<file path="config.mk">
export PLATFORM = sky130hd
export DESIGN_NAME = led_blink_multi_flat
export DESIGN_NICKNAME = d
export VERILOG_FILES = /design/src/rtl/led_blink_pkg.sv /design/src/rtl/led_blink_multi_if.sv /design/src/rtl/led_blink_channel.sv /design/src/rtl/led_blink_multi.sv /design/src/flat_wrapper.sv
export SDC_FILE = /design/constraint.sdc
export NUM_CORES = 2
export LEC_CHECK = 0
export ABC_AREA = 0
export BUFFER_PORTS_ARGS = -buffer_cell sky130_fd_sc_hd__buf_2
export CAP_MARGIN = 30
export CORE_MARGIN = 1.5
export CORE_UTILIZATION = 60
export CTS_CLUSTER_DIAMETER = 40
export DETAILED_ROUTE_END_ITERATION = 12
export PLACE_DENSITY = 0.76
export SYNTH_ARGS = -nofsm -noshare
export SYNTH_HDL_FRONTEND = slang
export SYNTH_SLANG_ARGS = --single-unit
</file>
<file path="constraint.sdc">
create_clock -name i_clock -period 7 [get_ports i_clock]
set_input_delay 1.4 -clock i_clock [delete_from_list [all_inputs] [get_ports i_clock]]
set_output_delay 1.4 -clock i_clock [all_outputs]
set_load 0.05 [all_outputs]
</file>
<file path="src/rtl/led_blink_pkg.sv">
// Shared types and constants for the multi-channel LED blinker.
package led_blink_pkg;

  typedef enum logic [1:0] {
    OFF   = 2'b00,
    ON    = 2'b01,
    BLINK = 2'b10,
    PWM   = 2'b11
  } mode_t;

  localparam logic [1:0] ADDR_PERIOD = 2'd0;
  localparam logic [1:0] ADDR_DUTY   = 2'd1;
  localparam logic [1:0] ADDR_MODE   = 2'd2;

  // Channel-select width; a single channel still needs a 1-bit select.
  function automatic int ch_width(input int n);
    return (n > 1) ? $clog2(n) : 1;
  endfunction

endpackage

</file>
<file path="src/rtl/led_blink_multi_if.sv">
// Configuration write port and LED outputs of led_blink_multi.
// LED_BLINK_SYNC_EN adds the i_sync input.
interface led_blink_multi_if
  import led_blink_pkg::*;
#(
  parameter int NUM_CH = 4,
  parameter int CNT_W  = 32
);
  localparam int CH_W = ch_width(NUM_CH);

  logic              i_enable;
  logic              i_wr_en;
  logic [CH_W-1:0]   i_wr_ch;
  logic [1:0]        i_wr_addr;
  logic [CNT_W-1:0]  i_wr_data;
`ifdef LED_BLINK_SYNC_EN
  logic              i_sync;
`endif
  logic [NUM_CH-1:0] o_led;
  logic [NUM_CH-1:0] o_period_tick;

  modport master (
    output i_enable, i_wr_en, i_wr_ch, i_wr_addr, i_wr_data,
`ifdef LED_BLINK_SYNC_EN
    output i_sync,
`endif
    input  o_led, o_period_tick
  );

  modport slave (
    input  i_enable, i_wr_en, i_wr_ch, i_wr_addr, i_wr_data,
`ifdef LED_BLINK_SYNC_EN
    input  i_sync,
`endif
    output o_led, o_period_tick
  );

endinterface

</file>
<file path="src/rtl/led_blink_channel.sv">
// One LED channel: period counter, shadowed period/duty, mode, blink toggle
// and the registered LED/tick outputs.
module led_blink_channel
  import led_blink_pkg::*;
#(
  parameter int CNT_W      = 32,
  parameter int RST_PERIOD = 12500
) (
  input  logic             clk,
  input  logic             rst,
  input  logic             enable,
  input  logic             sync,
  input  logic             wr_en,
  input  logic [1:0]       wr_addr,
  input  logic [CNT_W-1:0] wr_data,
  output logic             led,
  output logic             tick
);

  logic [CNT_W-1:0] cnt;
  logic [CNT_W-1:0] period;
  logic [CNT_W-1:0] duty;
  logic [CNT_W-1:0] period_sh;
  logic [CNT_W-1:0] duty_sh;
  logic             pend;
  logic             tg;
  mode_t            mode;
  logic             wrap;
  logic             raw;

  // A zero period behaves as a one-cycle period: cnt stays 0, wraps each cycle.
  always_comb begin
    wrap = (period == '0) || (cnt == period - CNT_W'(1)) || sync;
    raw  = 1'b0;
    case (mode)
      OFF:     raw = 1'b0;
      ON:      raw = 1'b1;
      BLINK:   raw = tg;
      PWM:     raw = (cnt < duty);
      default: raw = 1'b0;
    endcase
  end

  always_ff @(posedge clk) begin
    if (rst) begin
      cnt       <= '0;
      period    <= CNT_W'(RST_PERIOD);
      period_sh <= CNT_W'(RST_PERIOD);
      duty      <= '0;
      duty_sh   <= '0;
      pend      <= 1'b0;
      mode      <= OFF;
      tg        <= 1'b0;
      led       <= 1'b0;
      tick      <= 1'b0;
    end else begin
      cnt  <= wrap ? '0 : cnt + CNT_W'(1);
      tick <= wrap;
      led  <= raw & enable;
      if (sync)
        tg <= 1'b0;
      else if (wrap)
        tg <= ~tg;
      if (wrap && pend) begin
        period <= period_sh;
        duty   <= duty_sh;
        pend   <= 1'b0;
      end
      // Placed after the wrap update so a same-cycle write keeps pend set.
      if (wr_en) begin
        case (wr_addr)
          ADDR_PERIOD: begin
            period_sh <= wr_data;
            pend      <= 1'b1;
          end
          ADDR_DUTY: begin
            duty_sh <= wr_data;
            pend    <= 1'b1;
          end
          ADDR_MODE: mode <= mode_t'(wr_data[1:0]);
          default: ;
        endcase
      end
    end
  end

endmodule

</file>
<file path="src/rtl/led_blink_multi.sv">
// NUM_CH independent LED channels with glitch-free runtime reconfiguration.
// Optional LED_BLINK_SYNC_EN: i_sync forces a simultaneous wrap on all channels.
module led_blink_multi
  import led_blink_pkg::*;
#(
  parameter int NUM_CH     = 4,
  parameter int CNT_W      = 32,
  parameter int RST_PERIOD = 12500
) (
  input logic               i_clock,
  input logic               i_reset,
  led_blink_multi_if.slave  bus
);

  localparam int CH_W = ch_width(NUM_CH);

  logic              sync;
  logic [NUM_CH-1:0] led_vec;
  logic [NUM_CH-1:0] tick_vec;

`ifdef LED_BLINK_SYNC_EN
  assign sync = bus.i_sync;
`else
  assign sync = 1'b0;
`endif

  assign bus.o_led         = led_vec;
  assign bus.o_period_tick = tick_vec;

  // Out-of-range channel numbers match no instance and are dropped.
  for (genvar g = 0; g < NUM_CH; g++) begin : g_ch
    logic wr_sel;
    assign wr_sel = bus.i_wr_en && (bus.i_wr_ch == CH_W'(g));

    led_blink_channel #(
      .CNT_W      (CNT_W),
      .RST_PERIOD (RST_PERIOD)
    ) u_ch (
      .clk     (i_clock),
      .rst     (i_reset),
      .enable  (bus.i_enable),
      .sync    (sync),
      .wr_en   (wr_sel),
      .wr_addr (bus.i_wr_addr),
      .wr_data (bus.i_wr_data),
      .led     (led_vec[g]),
      .tick    (tick_vec[g])
    );
  end

endmodule

</file>
<file path="src/flat_wrapper.sv">
// flat-port wrapper written by rule: the top's interface ports become plain ports
module led_blink_multi_flat import led_blink_pkg::*;
#(
  parameter int NUM_CH     = 4,
  parameter int CNT_W      = 32,
  parameter int RST_PERIOD = 12500
)
  (i_clock, i_reset, bus_i_enable, bus_i_wr_en, bus_i_wr_ch, bus_i_wr_addr, bus_i_wr_data, bus_o_led, bus_o_period_tick);
  led_blink_multi_if #(.NUM_CH(NUM_CH), .CNT_W(CNT_W)) bus_i ();
  input logic i_clock;
  input logic i_reset;
  input wire logic [$bits(bus_i.i_enable)-1:0] bus_i_enable;
  input wire logic [$bits(bus_i.i_wr_en)-1:0] bus_i_wr_en;
  input wire logic [$bits(bus_i.i_wr_ch)-1:0] bus_i_wr_ch;
  input wire logic [$bits(bus_i.i_wr_addr)-1:0] bus_i_wr_addr;
  input wire logic [$bits(bus_i.i_wr_data)-1:0] bus_i_wr_data;
  output wire logic [$bits(bus_i.o_led)-1:0] bus_o_led;
  output wire logic [$bits(bus_i.o_period_tick)-1:0] bus_o_period_tick;
  assign bus_i.i_enable = bus_i_enable;
  assign bus_i.i_wr_en = bus_i_wr_en;
  assign bus_i.i_wr_ch = bus_i_wr_ch;
  assign bus_i.i_wr_addr = bus_i_wr_addr;
  assign bus_i.i_wr_data = bus_i_wr_data;
  assign bus_o_led = bus_i.o_led;
  assign bus_o_period_tick = bus_i.o_period_tick;
  led_blink_multi #(.NUM_CH(NUM_CH), .CNT_W(CNT_W), .RST_PERIOD(RST_PERIOD)) u_core (.i_clock(i_clock), .i_reset(i_reset), .bus(bus_i));
endmodule
</file>
### Yosys cells after proc, flatten, opt, wreduce, memory -nomap -nowiden

Index checks and enable logic that the tools add are counted.

| cells by class | value |
|---|---|
| reductions and logical operators | 39 |
| add/subtract/negate cells | 8 |
| magnitude comparators | 4 |
| multiplexer cells | 16 |
| bitwise gates (word level) | 8 |
| equal/unequal tests | 21 |

Operators with widths:

| kind | count |
|---|---|
| adder 32 x 1 -> 32 bit (second input constant) | 4 |
| == test 32 bit | 4 |
| logical NOT 32 bit | 4 |
| < comparator 32 bit | 4 |
| subtractor 32 x 1 -> 32 bit (second input constant) | 4 |
| AND reduction 2 bit | 12 |
| == test 2 bit (second input constant) | 11 |
| case mux 1 bit (4 select lines) | 4 |
| == test 2 x 1 -> 1 bit (second input constant) | 6 |
| logical NOT 2 bit | 6 |
| two-way mux 1 bit | 12 |
| OR reduction 2 bit | 5 |
| logical AND 1 bit | 8 |
| bitwise AND 1 bit | 4 |
| logical OR 1 bit | 4 |
| inverter 1 bit | 4 |

| storage, ports and cells | value |
|---|---|
| output and inout port bits | 8 |
| flip-flop bits (word level) | 664 |
| bits of input ports | 40 |
| logic and storage cells | 136 |

### Depth between registers and ports, before layout

| depth | value |
|---|---|
| word-level depth | 7 |
| depth in mapped cells | 15 |
| mapped depth without buffers | 10 |

### Cells and area by module

From an unflattened synthesis, not the netlist that was laid out.

| unflattened totals | value |
|---|---|
| cells, all modules | 3,873 |
| area total of the unflattened synthesis | 33,040.4 sq um |

Modules (own cells, without submodules):

| module | cells each | instances | sequential area each (sq um) | area each (sq um) |
|---|---|---|---|---|
| led_blink_channel at u_core.g_ch[0].u_ch ... | 952 | 3 | 3,323.2 | 8,127.8 |
| led_blink_channel at u_core.g_ch[3].u_ch | 1,012 | 1 | 3,323.2 | 8,615.8 |
| led_blink_multi | 5 | 1 | 0.0 | 41.3 |

### Least setup slack after synthesis

Ideal clock, no wire load.

| path | value |
|---|---|
| kind | reg-to-reg |
| start | register u_core.g_ch[0].u_ch.period[0] |
| end | register u_core.g_ch[0].u_ch.duty[0] |
| period minus slack after synthesis | 3.622 ns |
| path buffers | 3 |
| setup slack | 3.378 ns |
| stages on the path, launching flop included | 14 |
| data arrival time | 3.551 ns |
| required time | 6.928 ns |
| library setup time | 0.072 ns |
| path through | dfxtp_1 inv_1 ha_1 or4b_1 clkbuf_1 or4_1 a222oi_1 nand4bb_1 or4b_1 or4_1 o21ai_2 buf_12 buf_12 mux2i_1 |

| on the way | value |
|---|---|
| longest elaborated chain between the ends | 4 |
| elaborated cells between the ends (all ways) | 5 |
| those cells by class | add/sub (1); eq/ne (1); reduce/logical (3) |

Ends and longest elaborated chain:

| item | line | source |
|---|---|---|
| start, declared | led_blink_channel.sv:21 | `logic [CNT_W-1:0] period;` |
| start signal, assigned | led_blink_channel.sv:47 | `period <= CNT_W'(RST_PERIOD);` |
| start signal, assigned | led_blink_channel.sv:65 | `period <= period_sh;` |
| subtractor 32 x 1 -> 32 bit | led_blink_channel.sv:33 | `wrap = (period == '0) \|\| (cnt == period - CNT_W'(1)) \|\| sync;` |
| == test 32 bit | led_blink_channel.sv:33 |  |
| logical OR 1 bit * | led_blink_channel.sv:33 |  |
| logical AND 1 bit * | led_blink_channel.sv:64 | `if (wrap && pend) begin` |
| end signal, assigned | led_blink_channel.sv:66 | `duty <= duty_sh;` |
| end, declared | led_blink_channel.sv:22 | `logic [CNT_W-1:0] duty;` |

Mark *: on every way between the ends. The rest lies on a longest branch, timed or not.
A chain may end at the register's enable or synchronous reset.

### Worst setup path in the final report

| path | value |
|---|---|
| start | register u_core.g_ch[3].u_ch.period[0] |
| end | register u_core.g_ch[3].u_ch.period[8] |

| on the way | value |
|---|---|
| longest elaborated chain between the ends | 4 |
| elaborated cells between the ends (all ways) | 5 |
| those cells by class | add/sub (1); eq/ne (1); reduce/logical (3) |

Ends and longest elaborated chain:

| item | line |
|---|---|
| start, declared | led_blink_channel.sv:21 |
| start signal, assigned | led_blink_channel.sv:47 |
| start signal, assigned | led_blink_channel.sv:65 |
| subtractor 32 x 1 -> 32 bit | led_blink_channel.sv:33 |
| == test 32 bit | led_blink_channel.sv:33 |
| logical OR 1 bit * | led_blink_channel.sv:33 |
| logical AND 1 bit * | led_blink_channel.sv:64 |

Marks and branches as above.

==> flow_metrics.py <==
metrics = {
    "sta": {
        "worst_pin_slew_ps": 1020,
        "finalHoldViolCount": 0,
        "drv_slew": 0,
        "setup_tns_ps": 0,
        "fin_worst_skew_ps": 24.2,
        "fmax_mhz": 204,
        "maxSlewHeadroom_pct": 32.1,
        "finalSetupViolCount": 0,
        "rsz0062_at_grt": "false",
        "min_period_ps": 4900,
        "period_share_pct": 70.0,
        "whs_ps": 451,
    },
    "power": {
        "fin_total_pwr_w": 0.00921,
        "netSwitchingFraction_pct": 25.6,
        "power_frac_comb_pct": 5.2,
        "internal-power_w": 0.00685,
        "power.density_nw_per_um2": 241,
        "ir_worst_vdd_mv": 0.199,
        "power_leakage_nw": 13.4,
        "seqPwrFrac_pct": 42.3,
        "clkPwrFrac_pct": 52.5,
        "p_sw_w": 0.00236,
    },
    "route": {
        "drc_errors": 0,
        "dr.pass1.iters": 5,
        "final_antenna_net_count": 0,
        "vias_per_cell": 6.05,
        "drtIter0Drc": 2941,
        "wirelength_mm": 97.2,
        "wire_per_inst_um": 19.2,
        "via_count": 30600,
    },
    "placed_design": {
        "dp_hpwl_mm": 63.9,
        "gp_congestion": 0.980,
        "portBuffers": 47,
        "place_area_um2": 35000,
    },
    "global_routing": {
        "grt_pass1_vias": 28300,
        "antenna_found_initial": 8,
        "grt_overflow": 0,
        "grt_max_degree": 199,
        "grt_usage_pct": 32.2,
        "grt_pass1_wl_mm": 154,
    },
    "die": {
        "fp.coreArea_um2": 57600,
        "dieArea_um2": 59500,
        "row_count": 88,
        "die_width_um": 244,
        "die_y_um": 244,
        "start_util_pct": 60.5,
        "io_pins": 48,
    },
    "logic_synthesis": {
        "yosys.area_share.simple_pct": 25.2,
        "synth_top_cell_by_area": "dfxtp_1",
        "synth_top_area_share_pct": 38.2,
        "synth-compound-area-share_pct": 12.9,
        "synth-main-ff-cell": "dfxtp_1",
        "yosys-top-cells-count": "962 x nand2_1, 664 x dfxtp_1, 291 x a21oi_1",
        "synthMostInstantiatedCell": "nand2_1",
        "synth_xor_area_share_pct": 7.06,
        "synth_area_leaders": "dfxtp_1 38%, nand2_1 10%, mux2i_1 5.6%",
        "synth_adder_area_share_pct": 4.74,
        "synth_top_family_by_area": "simple AND/OR/NAND/NOR gates",
        "muxShareOfSynthArea_pct": 5.77,
        "avgSynthCellArea_um2": 8.00,
        "ys_seq_area_share_pct": 38.2,
        "syn-num-nets": 4526,
        "synthArstFlopShare_pct": 0,
        "ys_warn_count": 0,
        "synth-edff-count": 0,
        "synth_cells": 4354,
        "synth_cell_type_count": 89,
        "ys_ff_latch": 664,
        "syn_area_um2": 34800,
    },
    "final_layout": {
        "fin_nets": 4377,
        "utilization_pct": 66.5,
        "layout-drive-gt1-share_pct": 7.21,
        "nFillCells": 4810,
        "synthToLayoutAreaGrowth_pct": 9.92,
        "stdcell_area_um2": 38300,
    },
    "critical_path": {
        "start_kind": "flop",
        "worstSetupPathDepth": 11,
        "critPathMaxStageDelay_ps": 1040,
        "rr_worst_depth": 11,
        "cp_max_fo": 46,
        "path_buf_inv": 2,
        "crit_required_ps": 7540,
        "path_class": "reg -> reg",
        "cpMaxStageDelayCell": "or4_2",
        "critical_path.startpoint": "u_core.g_ch[3].u_ch.period[0]",
        "timing.rr.start": "u_core.g_ch[3].u_ch.period[0]",
        "path_cells": "inv_1 > ha_1 > nor3b_1 > and4_1 > a21oi_1 > xnor2_1 > a31o_2 > or4_2 > or2_2 > buf_4 > a311o_1",
        "end_kind": "flop",
        "arrival_ps": 5440,
        "crit_family": "simple AND/OR/NAND/NOR gates",
    },
    "hold_path": {
        "hold_class": "reg -> reg",
        "worst_hold_startpoint": "u_core.g_ch[3].u_ch.period_sh[26]",
        "min_delay_path_depth": 2,
    },
    "clock_network": {
        "ctsHoldBuffers": 0,
        "cts_made_buffers": 94,
        "cts_root_buffer": "clkbuf_16",
        "clk_latency_ps": 660,
        "tritoncts": "built",
        "cts_max_path_buffers": 3,
        "postCtsSetupRepairBufs": 0,
        "clk_pin_slew_worst_paths_ps": 60,
        "cts_htree_levels": 3,
        "clkSinkCount": 664,
        "cts_resized": 0,
    },
    "job": {
        "drv_cap": 0,
    },
    "outcome": {
        "status": "complete, no violations",
    },
}
per-layer routing:
metal  global-route usage (%)  part of all wire (%)
met4                     12.3                   3.6
met3                     5.74                   8.0
met2                     50.8                    44
met5                        0                 0.028
met1                     43.7                    44
state kept, by name, summed over array words and instances (netlist names):
signal	flops
u_core.g_ch.u_ch.cnt	128
u_core.g_ch.u_ch.duty	128
u_core.g_ch.u_ch.duty_sh	128
u_core.g_ch.u_ch.led	4
u_core.g_ch.u_ch.mode	8
u_core.g_ch.u_ch.pend	4
u_core.g_ch.u_ch.period	128
u_core.g_ch.u_ch.period_sh	128
u_core.g_ch.u_ch.tg	4
u_core.g_ch.u_ch.tick	4
power groups by stage:
stage | clock network, W | registers, W | logic [W]
finish | 0.00483 | 0.00390 | 0.000480
global route | 0.00506 | 0.00391 | 0.000517
CTS | 0.00488 | 0.00390 | 0.000469
detailed placement | 0 | 0.00398 | 0.000466
global placement | 0 | 0.00398 | 0.000462
floorplan | 0 | 0.00395 | 0.000344
final timing paths:
| kind | to | slack [ps] |
|---|---|---|
| hold reg to reg | u_core.g_ch[3].u_ch.period_sh[26] | 450 |
| setup / recovery | u_core.g_ch[3].u_ch.period[8] | 2100 |
| setup reg to reg | u_core.g_ch[3].u_ch.period[8] | 2100 |
| hold / removal | u_core.g_ch[3].u_ch.period_sh[26] | 450 |
metrics by stage:
stage          worst slack, ps  std cells
2_1_floorplan             3380       4354
5_1_grt                   1880       5051
6_report                  2100       5056
3_5_place_dp              2170       4872
4_1_cts                   2170       5049
3_3_place_gp              2250       4868
cell usage in the layout, fill, tap and decap left out, types with 49 or more instances in the layout:
cell	synthesis	routed
a21o_1	57	57
a21oi_1	291	291
a311o_1	53	53
clkbuf_16	0	94
dfxtp_1	664	663
ha_1	132	132
inv_1	163	162
mux2i_1	194	194
nand2_1	962	962
nand3_1	156	155
nand4_1	65	65
nor2_1	247	244
nor3_1	195	192
nor4_1	50	49
xnor2_1	147	147
xor2_1	131	131
cells by family (layout without fill, tap and decap cells):
logic type / count (synthesis) / after routing
adder cells (fa/ha/maj): 132 / 132
buffers and inverters: 493 / 425
AND/OR/NAND/NOR: 1920 / 1920
AO/OA/AOI/OAI: 666 / 666
flip-flops: 664 / 664
other: 0 / 5
multiplexers: 200 / 200
XOR/XNOR: 279 / 279
layout make-up:
type | count | area (um^2) | area share, %
clock inverters | 68 | 772 | 2.02
multi-input cells | 3197 | 19500 | 50.9
well taps | 765 | 957 | 2.50
clock buffers | 109 | 2500 | 6.52
repair buffers | 85 | 663 | 1.73
diodes | 5 | 12.5 | 0.0327
flip-flops and latches | 664 | 13300 | 34.7
inverters | 163 | 619 | 1.62
tightest hold or removal path: cells and delay by family, from the launching register on:
family | cells | cell delay [ps]
AOI/OAI and AO/OA | 1 | 50
and+or+nand+nor | 1 | 50
DFF | 1 | 300
No activity file was read; power rests on OpenSTA's default activity.
